## src/rtl/uart_frame_ctrl_if.sv

```systemverilog
// Byte-level link between the UART core and the frame controller.
//   rx_valid  UART -> ctrl  1-cycle pulse, rx_byte holds a received byte
//   rx_byte   UART -> ctrl  received byte
//   rx_error  UART -> ctrl  1-cycle pulse on a framing error
//   tx_start  ctrl -> UART  1-cycle pulse, start sending tx_byte
//   tx_byte   ctrl -> UART  byte to send, held until the transmitter goes idle
//   tx_busy   UART -> ctrl  transmitter busy
// master: the UART core side. slave: the frame controller side.
interface uart_frame_ctrl_if;
  logic       rx_valid;
  logic [7:0] rx_byte;
  logic       rx_error;
  logic       tx_start;
  logic [7:0] tx_byte;
  logic       tx_busy;

  modport master (
    output rx_valid, rx_byte, rx_error, tx_busy,
    input  tx_start, tx_byte
  );

  modport slave (
    input  rx_valid, rx_byte, rx_error, tx_busy,
    output tx_start, tx_byte
  );
endinterface

```

## src/rtl/uart_frame_ctrl.sv

```systemverilog
// UART frame controller between the byte-level UART core and the compute core.
// Collects a configuration frame into a shadow buffer and commits it to cfg_o in
// one edge, runs the core for RUN_CYCLES clocks, snapshots the core state and
// streams it back MSB byte first over the UART transmit handshake.
//
// Ports:
//   clk          system clock, posedge
//   rst_n        asynchronous active-low reset
//   uart         byte link to the UART core (slave side)
//   cfg_o        committed configuration, frame byte 0 in the top byte
//   cfg_valid_o  1-cycle pulse on the cycle cfg_o updates
//   core_en_o    compute-core step enable
//   state_in_i   core state, sent MSB byte first
//   busy_o       high in every state except RX
//   frame_err_o  1-cycle pulse when a partial or bad frame is discarded
//
// Build option: define UART_FRAME_CKSUM_EN to append an XOR checksum byte to each
// config frame; a mismatch discards the frame and answers with a NAK (8'h15).
//
// state      | meaning
// -----------+-------------------------------------------------------------
// RX         | collecting config bytes, idle timeout armed while idx != 0
// RUN        | core_en high, run down-counter ticking
// SNAP       | core_en low, latch state_in into the snapshot register
// TX_SEND    | wait for transmitter idle, present byte k, pulse tx_start
// TX_WAIT_HI | wait for the transmitter to report busy
// TX_WAIT_LO | wait for the transmitter to finish, then next byte or RX
module uart_frame_ctrl #(
  parameter int CFG_BYTES      = 10,
  parameter int STATE_BYTES    = 4,
  parameter int RUN_CYCLES     = 16,
  parameter int TIMEOUT_CYCLES = 50000
) (
  input  logic                     clk,
  input  logic                     rst_n,
  uart_frame_ctrl_if.slave         uart,
  output logic [CFG_BYTES*8-1:0]   cfg_o,
  output logic                     cfg_valid_o,
  output logic                     core_en_o,
  input  logic [STATE_BYTES*8-1:0] state_in_i,
  output logic                     busy_o,
  output logic                     frame_err_o
);

`ifdef UART_FRAME_CKSUM_EN
  localparam bit CKSUM       = 1'b1;
  localparam int FRAME_BYTES = CFG_BYTES + 1;
`else
  localparam bit CKSUM       = 1'b0;
  localparam int FRAME_BYTES = CFG_BYTES;
`endif

  localparam int IW = $clog2(FRAME_BYTES + 1);
  localparam int KW = $clog2(STATE_BYTES + 1);
  localparam int RW = (RUN_CYCLES > 0) ? $clog2(RUN_CYCLES + 1) : 1;
  localparam int TW = (TIMEOUT_CYCLES > 0) ? $clog2(TIMEOUT_CYCLES + 1) : 1;

  localparam logic [2:0] S_RX         = 3'd0;
  localparam logic [2:0] S_RUN        = 3'd1;
  localparam logic [2:0] S_SNAP       = 3'd2;
  localparam logic [2:0] S_TX_SEND    = 3'd3;
  localparam logic [2:0] S_TX_WAIT_HI = 3'd4;
  localparam logic [2:0] S_TX_WAIT_LO = 3'd5;

  localparam logic [7:0] NAK = 8'h15;

  logic [2:0]               state_q, state_d;
  logic [IW-1:0]            idx_q, idx_d;
  logic [TW-1:0]            idle_q, idle_d;
  logic [RW-1:0]            run_q, run_d;
  logic [KW-1:0]            k_q, k_d;
  logic [7:0]               shadow_q [CFG_BYTES];
  logic [7:0]               shadow_d [CFG_BYTES];
  logic [7:0]               xor_q, xor_d;
  logic                     nak_q, nak_d;
  logic [CFG_BYTES*8-1:0]   cfg_q, cfg_d;
  logic                     cfg_valid_q, cfg_valid_d;
  logic                     frame_err_q, frame_err_d;
  logic                     tx_start_q, tx_start_d;
  logic [7:0]               tx_byte_q, tx_byte_d;
  logic [STATE_BYTES*8-1:0] snap_q, snap_d;

  logic [CFG_BYTES*8-1:0]   cfg_cand;
  logic [7:0]               snap_byte;

  // Without a checksum the final config byte is merged straight from the bus so
  // the commit lands on the edge that samples it.
  always_comb begin
    cfg_cand = '0;
    for (int i = 0; i < CFG_BYTES; i++) begin
      cfg_cand[(CFG_BYTES-1-i)*8 +: 8] =
        (!CKSUM && i == CFG_BYTES-1) ? uart.rx_byte : shadow_q[i];
    end
  end

  always_comb begin
    snap_byte = '0;
    for (int j = 0; j < STATE_BYTES; j++) begin
      if (k_q == KW'(j)) snap_byte = snap_q[(STATE_BYTES-1-j)*8 +: 8];
    end
  end

  always_comb begin
    state_d     = state_q;
    idx_d       = idx_q;
    idle_d      = idle_q;
    run_d       = run_q;
    k_d         = k_q;
    shadow_d    = shadow_q;
    xor_d       = xor_q;
    nak_d       = nak_q;
    cfg_d       = cfg_q;
    cfg_valid_d = 1'b0;
    frame_err_d = 1'b0;
    tx_start_d  = 1'b0;
    tx_byte_d   = tx_byte_q;
    snap_d      = snap_q;

    case (state_q)
      S_RX: begin
        if (uart.rx_error) begin
          idx_d       = '0;
          xor_d       = '0;
          frame_err_d = 1'b1;
        end else if (uart.rx_valid) begin
          idle_d = TW'(TIMEOUT_CYCLES - 1);
          if (idx_q == IW'(FRAME_BYTES - 1)) begin
            idx_d = '0;
            xor_d = '0;
            if (!CKSUM || uart.rx_byte == xor_q) begin
              cfg_d       = cfg_cand;
              cfg_valid_d = 1'b1;
              if (RUN_CYCLES == 0) begin
                state_d = S_SNAP;
              end else begin
                run_d   = RW'(RUN_CYCLES - 1);
                state_d = S_RUN;
              end
            end else begin
              frame_err_d = 1'b1;
              nak_d       = 1'b1;
              state_d     = S_TX_SEND;
            end
          end else begin
            for (int i = 0; i < CFG_BYTES; i++) begin
              if (idx_q == IW'(i)) shadow_d[i] = uart.rx_byte;
            end
            idx_d = idx_q + IW'(1);
            xor_d = xor_q ^ uart.rx_byte;
          end
        end else if (TIMEOUT_CYCLES != 0 && idx_q != '0) begin
          // idle_q was loaded with TIMEOUT_CYCLES-1 on the last byte, so this
          // fires on the TIMEOUT_CYCLES-th idle clock.
          if (idle_q == '0) begin
            idx_d       = '0;
            xor_d       = '0;
            frame_err_d = 1'b1;
          end else begin
            idle_d = idle_q - TW'(1);
          end
        end
      end

      S_RUN: begin
        if (run_q == '0) state_d = S_SNAP;
        else             run_d   = run_q - RW'(1);
      end

      S_SNAP: begin
        snap_d  = state_in_i;
        k_d     = '0;
        state_d = S_TX_SEND;
      end

      S_TX_SEND: begin
        if (!uart.tx_busy) begin
          tx_byte_d  = nak_q ? NAK : snap_byte;
          tx_start_d = 1'b1;
          state_d    = S_TX_WAIT_HI;
        end
      end

      S_TX_WAIT_HI: begin
        if (uart.tx_busy) state_d = S_TX_WAIT_LO;
      end

      S_TX_WAIT_LO: begin
        if (!uart.tx_busy) begin
          if (nak_q || k_q == KW'(STATE_BYTES - 1)) begin
            idx_d   = '0;
            k_d     = '0;
            nak_d   = 1'b0;
            state_d = S_RX;
          end else begin
            k_d     = k_q + KW'(1);
            state_d = S_TX_SEND;
          end
        end
      end

      default: state_d = S_RX;
    endcase
  end

  always_ff @(posedge clk or negedge rst_n) begin
    if (!rst_n) begin
      state_q     <= S_RX;
      idx_q       <= '0;
      idle_q      <= '0;
      run_q       <= '0;
      k_q         <= '0;
      shadow_q    <= '{default: '0};
      xor_q       <= '0;
      nak_q       <= 1'b0;
      cfg_q       <= '0;
      cfg_valid_q <= 1'b0;
      frame_err_q <= 1'b0;
      tx_start_q  <= 1'b0;
      tx_byte_q   <= '0;
      snap_q      <= '0;
    end else begin
      state_q     <= state_d;
      idx_q       <= idx_d;
      idle_q      <= idle_d;
      run_q       <= run_d;
      k_q         <= k_d;
      shadow_q    <= shadow_d;
      xor_q       <= xor_d;
      nak_q       <= nak_d;
      cfg_q       <= cfg_d;
      cfg_valid_q <= cfg_valid_d;
      frame_err_q <= frame_err_d;
      tx_start_q  <= tx_start_d;
      tx_byte_q   <= tx_byte_d;
      snap_q      <= snap_d;
    end
  end

  // core_en and busy decode the state register so reset clears them at once.
  assign core_en_o     = (state_q == S_RUN);
  assign busy_o        = (state_q != S_RX);
  assign cfg_o         = cfg_q;
  assign cfg_valid_o   = cfg_valid_q;
  assign frame_err_o   = frame_err_q;
  assign uart.tx_start = tx_start_q;
  assign uart.tx_byte  = tx_byte_q;

endmodule

```

## src/flat_wrapper.sv

```systemverilog
// flat-port wrapper written by rule: the top's interface ports become plain ports
module uart_frame_ctrl_flat 
#(
  parameter int CFG_BYTES      = 10,
  parameter int STATE_BYTES    = 4,
  parameter int RUN_CYCLES     = 16,
  parameter int TIMEOUT_CYCLES = 50000
)
  (clk, rst_n, cfg_o, cfg_valid_o, core_en_o, state_in_i, busy_o, frame_err_o, uart_rx_valid, uart_rx_byte, uart_rx_error, uart_tx_busy, uart_tx_start, uart_tx_byte);
  uart_frame_ctrl_if uart_i ();
  input  logic clk;
  input  logic rst_n;
  output logic [CFG_BYTES*8-1:0] cfg_o;
  output logic cfg_valid_o;
  output logic core_en_o;
  input  logic [STATE_BYTES*8-1:0] state_in_i;
  output logic busy_o;
  output logic frame_err_o;
  input wire logic [$bits(uart_i.rx_valid)-1:0] uart_rx_valid;
  input wire logic [$bits(uart_i.rx_byte)-1:0] uart_rx_byte;
  input wire logic [$bits(uart_i.rx_error)-1:0] uart_rx_error;
  input wire logic [$bits(uart_i.tx_busy)-1:0] uart_tx_busy;
  output wire logic [$bits(uart_i.tx_start)-1:0] uart_tx_start;
  output wire logic [$bits(uart_i.tx_byte)-1:0] uart_tx_byte;
  assign uart_i.rx_valid = uart_rx_valid;
  assign uart_i.rx_byte = uart_rx_byte;
  assign uart_i.rx_error = uart_rx_error;
  assign uart_i.tx_busy = uart_tx_busy;
  assign uart_tx_start = uart_i.tx_start;
  assign uart_tx_byte = uart_i.tx_byte;
  uart_frame_ctrl #(.CFG_BYTES(CFG_BYTES), .STATE_BYTES(STATE_BYTES), .RUN_CYCLES(RUN_CYCLES), .TIMEOUT_CYCLES(TIMEOUT_CYCLES)) u_core (.clk(clk), .rst_n(rst_n), .uart(uart_i), .cfg_o(cfg_o), .cfg_valid_o(cfg_valid_o), .core_en_o(core_en_o), .state_in_i(state_in_i), .busy_o(busy_o), .frame_err_o(frame_err_o));
endmodule
```

## config.mk

```make
export PLATFORM = sky130hd
export DESIGN_NAME = uart_frame_ctrl_flat
export DESIGN_NICKNAME = d
export VERILOG_FILES = /design/src/rtl/uart_frame_ctrl_if.sv /design/src/rtl/uart_frame_ctrl.sv /design/src/flat_wrapper.sv
export SDC_FILE = /design/constraint.sdc
export NUM_CORES = 1
export LEC_CHECK = 0
export CAP_MARGIN = 5
export CORE_MARGIN = 2
export CORE_UTILIZATION = 45
export CTS_BUF_LIST = sky130_fd_sc_hd__clkbuf_8
export DETAILED_ROUTE_END_ITERATION = 16
export DONT_BUFFER_PORTS = 1
export PLACE_DENSITY = 0.61
export SYNTH_ARGS = -nofsm -noshare
export SYNTH_HDL_FRONTEND = slang
export SYNTH_SLANG_ARGS = --single-unit
```

## constraint.sdc

```tcl
create_clock -name clk -period 2.6 [get_ports clk]
set_clock_uncertainty 0.1 [all_clocks]
set_input_delay 0.65 -clock clk [delete_from_list [all_inputs] [get_ports clk]]
set_output_delay 0.65 -clock clk [all_outputs]
set_load 0.01 [all_outputs]
```

* Yosys cells after proc, flatten, opt, wreduce, memory -nomap -nowiden
Cells that the tools add are included.
Operators by class: add/subtract/negate cells 4, eq/ne operators 29, muxes and demuxes 43, bitwise logic cells 3, reduce and logical (&&, ||, !) cells 27
Operators by type and width (count):
- AND reduction 5 bit | 11
- 2-to-1 mux 16 bit | 3
- 2-to-1 mux 8 bit | 4
- 2-to-1 mux 4 bit | 7
- 2-to-1 mux 3 bit | 9
- 2-to-1 mux 5 bit | 4
- case mux 3 bit (6 select lines) | 1
- equality test 4 x 3 -> 1 bit, second input constant | 4
- logical NOT 16 bit | 1
- subtractor 16 x 1 -> 16 bit, second input constant | 1
- != test 2 bit, second input constant | 7
- equality test 3 x 2 -> 1 bit, second input constant | 4
- 2-to-1 mux 1 bit | 11
- case mux 5 bit (2 select lines) | 1
- equality test 4 x 2 -> 1 bit, second input constant | 2
- equality test 4 bit, second input constant | 2
- != test 4 x 3 -> 1 bit, second input constant | 2
- case mux 4 bit (2 select lines) | 1
- AND reduction 4 bit | 2
- nonzero test 2 bit | 4
- AND reduction 7 bit | 1
- equality test 3 x 1 -> 1 bit, second input constant | 2
- equality test 3 bit, second input constant | 2
- logical NOT 3 bit | 2
- 13 further kinds | 18
Word-level totals: bits in registers 226, input port bits 45, output and inout port bits 93

* Longest topological paths before layout
Gate-level depths: netlist of the first run.
depth after elaboration 6, gate-level depth with buffers 9, depth with buffers taken out 7

* Worst setup path after synthesis of the first run
No wires, ideal clock.
path kind in2reg, from in uart_rx_error, to reg u_core.idle_q[15], setup time 0.124 ns, data arrival time 1.801 ns, data required time 2.376 ns, setup slack 0.575 ns, stages 6, buffers on the path 1, path through or4_1 -> clkbuf_2 -> nor4_2 -> a22o_4 -> and4_1 -> nor2_1
Between the ends: cells in the longest elaborated chain, start to end 2
Ends and longest elaborated chain:
- start, declared | RTL line flat_wrapper.sv:21 | input wire logic [$bits(uart_i.rx_error)-1:0] uart_rx_error;
- inverter 1 bit (no line)
- AND reduction 4 bit (no line)
- end signal, assigned | RTL line uart_frame_ctrl.sv:224 | idle_q <= idle_d;
- end, declared | RTL line uart_frame_ctrl.sv:69 | logic [TW-1:0] idle_q, idle_d;
No other way between the ends. A chain may end at the register's enable or synchronous reset.

* Worst setup path in the final report of the first run
from reg u_core.state_q[0], to out core_en_o
Between the ends: cells in the longest elaborated chain, start to end 1
Ends and longest elaborated chain:
- start, declared | RTL line uart_frame_ctrl.sv:67 | logic [2:0] state_q, state_d;
- start signal, assigned | RTL line uart_frame_ctrl.sv:222 | state_q <= state_d;
- equality test 3 x 1 -> 1 bit | RTL line uart_frame_ctrl.sv:240 | assign core_en_o = (state_q == S_RUN);
- end, declared | RTL line flat_wrapper.sv:15 | output logic core_en_o;
No other way between the ends.

==> metrics.cfg, run 1 <==
[hold_path]
hp-class=primary input to asynchronous set/reset pin

[clock_tree]
post_cts.repair.setup_buffers=0
path_clk_slew_ns=0.06
cts_tree=built
cts_max_level=2
clk_latency_ns=0.53
clockBufferDepth=3
numCtsBuffers=39
root_buffer=clkbuf_8
numClockSinks=226

[placed_design]
place_congestion=0.759
hpwl_um=13000
dp.cells=1171
portBuffers=0

[layout]
drive_gt1_share_pct=17.0
area_growth_pct=11.2
layout_commonest_cell=nand2_1
fin_nets=988
layout_common_cells=nand2_1 (362), dfrtp_1 (225), mux2_2 (71), clkbuf_8 (52), inv_1 (28)
layout.cells.non_filler=1239
utilization_pct=50.5
n_antenna_cell=0

[die]
coreArea_um2=20800
initial_core_util_pct=45.5
ios=138
die_w_um=149
row_count=53
die_area_um2=22200
die_h_um=149

[global_routing]
grt_pass1_vias=6387
grt_max_degree=227
antenna_found_initial=0
overflow=0
grtUsageTotal_pct=19.3
grt_pass1_wl_um=33900

[worst_setup_path]
worstSetupEndpoint=core_en_o
path_cells=inv_1 -> or3_1 -> inv_1
max_stage_delay_ns=0.46
required_ns=1.85
cp.depth=3
critPathKind=flip-flop to output pin
start_kind=flip-flop
path_max_fanout=8
crit_path_top_delay_cell=or3_1
r2r_start=u_core.idle_q[0]
timing.rr.end=u_core.idle_q[13]
crit_family=simple AND/OR/NAND/NOR gates
critPathArrivalTime_ns=1.66
path_buf_inv=2
reg2reg_slack_ns=0.41
crit_path_frequent_cell=inv_1
crit_start=u_core.state_q[0]
end_kind=output pin
rr_worst_depth=8

[route]
drt_iter0_drc=390
routed_via_density=5.18
vias=6421
drc=0
wirelength_um=21100
dr.pass1.iters=4
routedWlPerCell_um=17.0
ant_nets=0

[synth]
synthFlopType=dfrtp_1
synth_top_area_share_pct=59.7
ys_ff_latch=226
syn_inst=928
syn_area_um2=9470
ys_types=58
synth_top_area_cell=dfrtp_1
async_flop_share_pct=100
synth_edf_count=0
synthTopCellsByArea=dfrtp_1 (60%), nand2_1 (14%), mux2_2 (8.4%)
ys.warnings.count=0
synth-seq-area-share_pct=59.7
synth_nets=979
syn_avg_cell_area_um2=10.2

[sta]
hold_viol_final=226
max-slew-margin-rel_pct=61.2
fmax_mhz=415
finalCriticalPeriod_ns=2.41
final.period_utilization_pct=92.6
setup_viol=0
worst_pin_slew_ns=0.581
rsz0062_at_grt=no
maxSlewViolCount=0
whs_ns=-0.290
setup_tns_ns=0

[job]
cap_violations=0

[pwr]
finalPower_w=0.0101
vdd_ir_drop_max_v=0.000527
power_density_nw_per_um2=956
p_leak_nw=5.38

[run_status]
outcome=complete, but fails checks
violations=hold timing

## worst reg2reg max path: stages, from the launching register on
cell     delay (ns)
dfrtp_1        0.44
inv_1          0.07
ha_1           0.25
nor4b_1        0.16
nand4_1        0.09
buf_4          0.18
a21oi_1        0.15
or4_1          0.53
a21oi_1        0.15
## where the power goes
group | switching (W) | internal [W] | leakage (nW) | total (W)
registers | 0.000530 | 0.00430 | 2.98 | 0.00483
logic | 0.00109 | 0.000961 | 1.93 | 0.00205
clock network | 0.00140 | 0.00178 | 0.459 | 0.00318
## registers in the layout (all words and copies together) (netlist names)
register	count
u_core.uart.tx_start	1
u_core.cfg_o	80
u_core.k_q	3
u_core.idle_q	16
u_core.cfg_valid_o	1
u_core.cfg_cand	72
u_core.run_q	5
u_core.idx_q	4
u_core.snap_q	32
u_core.state_q	3
u_core.frame_err_o	1
u_core.uart.tx_byte	8
## repair_timing
action                                  4_1_cts  5_1_grt
hold endpoints to repair                    226      226
endpoints found under the setup margin        0        1
resized for setup                             0        1
## cell families after synthesis
group | synth area share (%)
fa+ha+maj | 0.793
compound gates | 5.12
xor+xnor | 0.370
simple gates | 22.0
buf+inv | 3.29
flops | 59.7
mux | 8.67
## synthesized netlist by cell type (3+ instances only)
| cell type | n |
|---|---|
| and2_1 | 3 |
| nor4_1 | 6 |
| nand2b_1 | 6 |
| nand3_1 | 11 |
| buf_4 | 7 |
| ha_1 | 6 |
| nor2_1 | 20 |
| a21oi_1 | 24 |
| xor2_1 | 4 |
| dfrtp_1 | 226 |
| inv_1 | 14 |
| nand2_1 | 362 |
| o21ai_0 | 14 |
| mux2_2 | 71 |
| o31ai_1 | 4 |
| o22ai_1 | 3 |
| buf_2 | 14 |
| nor2b_1 | 14 |
| clkbuf_1 | 28 |
| nand4_1 | 7 |
| and3_1 | 4 |
| a221oi_1 | 9 |
| or4_1 | 5 |
| nor3_1 | 15 |
| a31oi_1 | 5 |
| nand2_2 | 3 |
| or3_1 | 5 |
## through the flow
| stage | hold WS, ns | area [um^2] | setup slack, ns |
|---|---|---|---|
| finish | -0.290 | 10500 | 0.192 |
| floorplan | 0.254 | 9470 | 0.575 |
| detailed placement | 0.259 | 9730 | 0.423 |
| global route | -0.323 | 10500 | 0.105 |
| global placement | 0.260 | 9730 | 0.443 |
| CTS | -0.324 | 10500 | 0.0627 |
## cell type report
class / instances / area [um^2]
Fill cell: 1938 / 10300
Clock buffer: 52 / 716
Sequential cell: 226 / 5660
Multi-Input combinational cell: 635 / 3500
Tap cell: 275 / 344
Clock inverter: 16 / 73.8
Inverter: 15 / 56.3
Timing Repair Buffer: 20 / 175
## per-layer routing
metal / GRT usage [%] / vias up / wire length (um)
met1: 26.6 / 3161 / 9660
met5: 0 / - / 0
met3: 5.26 / 32 / 1210
met4: 5.43 / 0 / 365
met2: 30.1 / 144 / 9870
li1: - / 3084 / -
## how the worst min path moves through the flow
stage	startpoint	end	slack [ns]	cells after the start
final	rst_n	u_core.snap_q[13]	-0.29	0
after floorplan	rst_n	u_core.cfg_cand[10]	0.25	0
after global routing	rst_n	u_core.snap_q[13]	-0.32	0
after global placement	rst_n	u_core.snap_q[25]	0.26	0
after detailed placement	rst_n	u_core.snap_q[13]	0.26	0
after CTS	rst_n	u_core.snap_q[13]	-0.32	0
Note: power is estimated with default switching activity, not from simulation.
==> run 2, diff against run 1 <==
- CORE_UTILIZATION: 45 -> 60
- PLACE_DENSITY: 0.61 -> 0.77
==> run 2 against run 1 <==
The run still ends with hold timing left. Largest cell class unchanged. Clock power shrank 13%. Register-to-register slack lost 0.13 ns. Via count grew 0.22%. Maximum frequency shrank 0.48%. Non-clock buffer count shrank 1. Critical endpoint unchanged. Sequential share of layout area grew 1.2 points.
==> metrics.cfg, run 2 (synthesis gave the netlist of run 1 again) <==
[die]
die_h_um=130
die_area_um2=16800
ios=138
initial_core_util_pct=61.8
row_count=45
die_w_um=130
coreArea_um2=15300

[worst_setup_path]
crit_path_frequent_cell=inv_1
critPathKind=flip-flop to output pin
end_kind=output pin
path_max_fanout=8
rr_worst_depth=5
timing.rr.end=u_core.cfg_cand[37]
crit_path_top_delay_cell=or3_1
required_ns=1.85
crit_family=simple AND/OR/NAND/NOR gates
r2r_start=u_core.state_q[1]
critPathArrivalTime_ns=1.67
reg2reg_slack_ns=0.28
path_cells=inv_1 -> or3_1 -> inv_1
max_stage_delay_ns=0.46
path_buf_inv=2
start_kind=flip-flop

[route]
drc=0
routedWlPerCell_um=16.8
routed_via_density=5.50
drt_iter0_drc=405
ant_nets=0
wirelength_um=19700
vias=6435
dr.pass1.iters=4

[clock_tree]
cts_max_level=2
numCtsBuffers=38
numClockSinks=226
path_clk_slew_ns=0.06
cts_tree=built
clockBufferDepth=3
clk_latency_ns=0.52
root_buffer=clkbuf_8

[global_routing]
overflow=0
grtUsageTotal_pct=24.4
grt_max_degree=227
grt_pass1_vias=6492
antenna_found_initial=0
grt_pass1_wl_um=32300

[sta]
setup_viol=0
fmax_mhz=413
whs_ns=-0.271
final.period_utilization_pct=93.1
finalCriticalPeriod_ns=2.42
max-slew-margin-rel_pct=60.6
rsz0062_at_grt=no
hold_viol_final=226
maxSlewViolCount=0
setup_tns_ns=0
worst_pin_slew_ns=0.592

[placed_design]
portBuffers=0
dp.cells=1106
hpwl_um=12500
place_congestion=0.815

[run_status]
violations=hold timing
outcome=complete, but fails checks

[hold_path]
hp-class=primary input to asynchronous set/reset pin

[layout]
largest_reg_flops=80
area_growth_pct=8.80
fill_cells=1258
drive_gt1_share_pct=16.2
utilization_pct=67.2
multi_input_area_um2=3500
layout_common_cells=nand2_1 (362), dfrtp_1 (225), mux2_2 (71), clkbuf_8 (41), inv_1 (32)
layout.cells.non_filler=1170
n_antenna_cell=0
register_area_um2=5660
layout_commonest_cell=nand2_1
fin_nets=986

[pwr]
vdd_ir_drop_max_v=0.000621
power_density_nw_per_um2=939
p_leak_nw=5.31

[job]
cap_violations=0

run 2: changes by cell type in the layout (fill, tap and decap cells not counted), sizes merged:
| cell | previous run | this run |
|---|---|---|
| inv | 29 | 34 |
| buf | 20 | 19 |
| clkinvlp | 0 | 2 |
| clkbuf | 52 | 41 |
run 2: worst max path at each step:
stage / start / cells past startpoint / endpoint
floorplan: uart_rx_error / 6 / u_core.idle_q[15]
global placement: uart_rx_error / 5 / u_core.cfg_cand[17]
detailed placement: uart_rx_error / 5 / u_core.cfg_cand[17]
CTS: u_core.state_q[0] / 3 / core_en_o
global route: u_core.state_q[0] / 3 / core_en_o
finish: u_core.state_q[0] / 3 / core_en_o
run 2: final cells by class:
class	count	share of cell area (%)
Clock inverter	23	0.984
Tap cell	211	2.56
Multi-Input combinational cell	635	34.0
Timing Repair Buffer	19	1.51
Inverter	15	0.547
Sequential cell	226	54.9
Clock buffer	41	5.48
run 2: per-stage QoR:
step / area [um^2] / total power [W] / hold slack (ns) / worst slack, ns
floorplan: 9470 / 0.00643 / 0.254 / 0.575
global placement: 9630 / 0.00683 / 0.258 / 0.321
detailed placement: 9630 / 0.00693 / 0.259 / 0.261
CTS: 10300 / 0.00974 / -0.302 / 0.0514
global route: 10300 / 0.0103 / -0.306 / 0.0822
finish: 10300 / 0.00967 / -0.271 / 0.181
run 2: routing by layer:
layer	part of all wire, %	wire length (um)	GRT usage [%]
met1	43	8450	32.9
met2	49	9590	38.7
met3	6.9	1360	6.98
met4	1.6	311	7.91
met5	0	0	0
run 2: power by group:
part,switching [W],internal [W]
sequential,0.000563,0.00430
combinational,0.00108,0.000939
clock,0.00134,0.00145
run 2: repair_timing:
action | CTS | global route
resized for setup | 0 | 1
endpoints found under the setup margin | 0 | 1
hold endpoints to repair | 226 | 226
buffers inserted | 0 | 0
==> run 3, diff against run 2 <==
- RECOVER_POWER: default -> 100
==> run 3 against run 2 <==
Critical path depth stayed put. Wire length is 0.14% higher. Critical endpoint unchanged. First-iteration DRC count is 2.5% lower. Worst setup slack worse by 0.0038 ns. Worst hold slack better by 0.0055 ns. Sequential share of layout area is 0.31 points higher. The run still ends with hold timing left. Design area is 0.56% lower. Final cell count stayed put. Global-route usage stayed put. Clock power hardly changed.
==> metrics.cfg, run 3 (synthesis gave the netlist of run 1 again) <==
[run_status]
outcome=complete, but fails checks
violations=hold timing

[route]
ant_nets=0
vias=6438
routed_via_density=5.50
wirelength_um=19700
drt_iter0_drc=395
drc=0
routedWlPerCell_um=16.9
dr.pass1.iters=4

[sta]
setup_viol=0
whs_ns=-0.266
hold_viol_final=226
fmax_mhz=413
rsz0062_at_grt=no
worst_pin_slew_ns=0.673
maxSlewViolCount=0
max-slew-margin-rel_pct=55.1
setup_tns_ns=0
finalCriticalPeriod_ns=2.42
final.period_utilization_pct=93.2

[worst_setup_path]
required_ns=1.85
path_buf_inv=2
max_stage_delay_ns=0.46
crit_path_frequent_cell=inv_1
critPathArrivalTime_ns=1.67
crit_path_top_delay_cell=or3_1
path_cells=inv_1 -> or3_1 -> inv_1
crit_family=simple AND/OR/NAND/NOR gates
start_kind=flip-flop
path_max_fanout=8
critPathKind=flip-flop to output pin
end_kind=output pin

[pwr]
finalPower_w=0.00961
p_seq_share_pct=50.6
p_leak_nw=5.29
swShare_pct=30.8
combinationalPowerShare_pct=20.5
vdd_ir_drop_max_v=0.000621
p_sw_w=0.00296
intPower_w=0.00665
power_density_nw_per_um2=939
p_clk_share_pct=28.9

[layout]
layout_common_cells=nand2_1 (365), dfrtp_1 (225), mux2_2 (71), clkbuf_8 (41), inv_1 (33)
drive_gt1_share_pct=14.9
multi_input_area_um2=3460
utilization_pct=66.9
fin_nets=986
register_area_um2=5660
fill_cells=1274
layout_commonest_cell=nand2_1
n_antenna_cell=0
largest_reg_flops=80
layout.cells.non_filler=1170
area_growth_pct=8.20

[die]
die_h_um=130
coreArea_um2=15300
ios=138
die_area_um2=16800
die_w_um=130
initial_core_util_pct=61.8
row_count=45

[job]
cap_violations=0

[hold_path]
hp-class=primary input to asynchronous set/reset pin

[placed_design]
dp.cells=1106
hpwl_um=12500
place_congestion=0.815
portBuffers=0

[clock_tree]
post_cts.repair.setup_buffers=0
cts_tree=built
numClockSinks=226
root_buffer=clkbuf_8
numCtsBuffers=38
path_clk_slew_ns=0.06
clockBufferDepth=3
clk_latency_ns=0.52
cts_max_level=2

[global_routing]
grt_pass1_vias=6492
grtUsageTotal_pct=24.4
grt_max_degree=227
grt_pass1_wl_um=32300
antenna_found_initial=0
overflow=0

## run 3: cell count changes in the layout (fill, tap and decap cells not counted), moves of 2 or more
cell      change
nand2_2       -3
nand2_1       +3
clkbuf_1      +3
buf_4         -6
clkbuf_2      +2
## run 3: final timing paths
check	from	to	slack, ns	cells after the start
max	u_core.state_q[0]	core_en_o	0.18	3
min	rst_n	u_core.snap_q[11]	-0.27	0
max reg2reg	u_core.state_q[1]	u_core.cfg_cand[37]	0.21	5
min reg2reg	u_core.cfg_cand[26]	u_core.cfg_o[26]	0.36	2
max in group asynchronous	rst_n	u_core.cfg_cand[58]	2.38	0
min in group clk	state_in_i[11]	u_core.snap_q[11]	0.13	2
## run 3: per-stage QoR
stage	setup slack (ns)	cell area [um^2]	hold WS [ns]
after floorplan	0.575	9470	0.254
after global placement	0.321	9630	0.258
after detailed placement	0.261	9630	0.259
after CTS	0.0514	10300	-0.302
after global routing	0.0705	10200	-0.306
final	0.177	10200	-0.266
## run 3: power by group through the flow
stage / combinational, W / clock [W] / sequential, W
floorplan: 0.00172 / 0 / 0.00471
global placement: 0.00195 / 0 / 0.00488
detailed placement: 0.00203 / 0 / 0.00490
CTS: 0.00203 / 0.00285 / 0.00486
global route: 0.00224 / 0.00303 / 0.00497
finish: 0.00197 / 0.00278 / 0.00486
## run 3: layer usage
metal	GRT usage (%)	vias up	wire length (um)
met1	32.9	3170	8590
met3	6.98	32	1290
met4	7.91	0	330
met5	0	-	0
met2	38.7	157	9530
li1	-	3079	-
## run 3: final cells by class
class,count,area share (%)
flip-flops and latches,226,55.2
multi-input cells,635,33.8
clock buffers,41,5.51
well taps,211,2.58
repair buffers,19,1.36
clock inverters,23,0.990
inverters,15,0.550
## run 3: timing repair
item / CTS / global route
setup endpoints to repair: 0 / 1
resized for setup: 0 / 1
endpoints found under the hold margin: 226 / 226
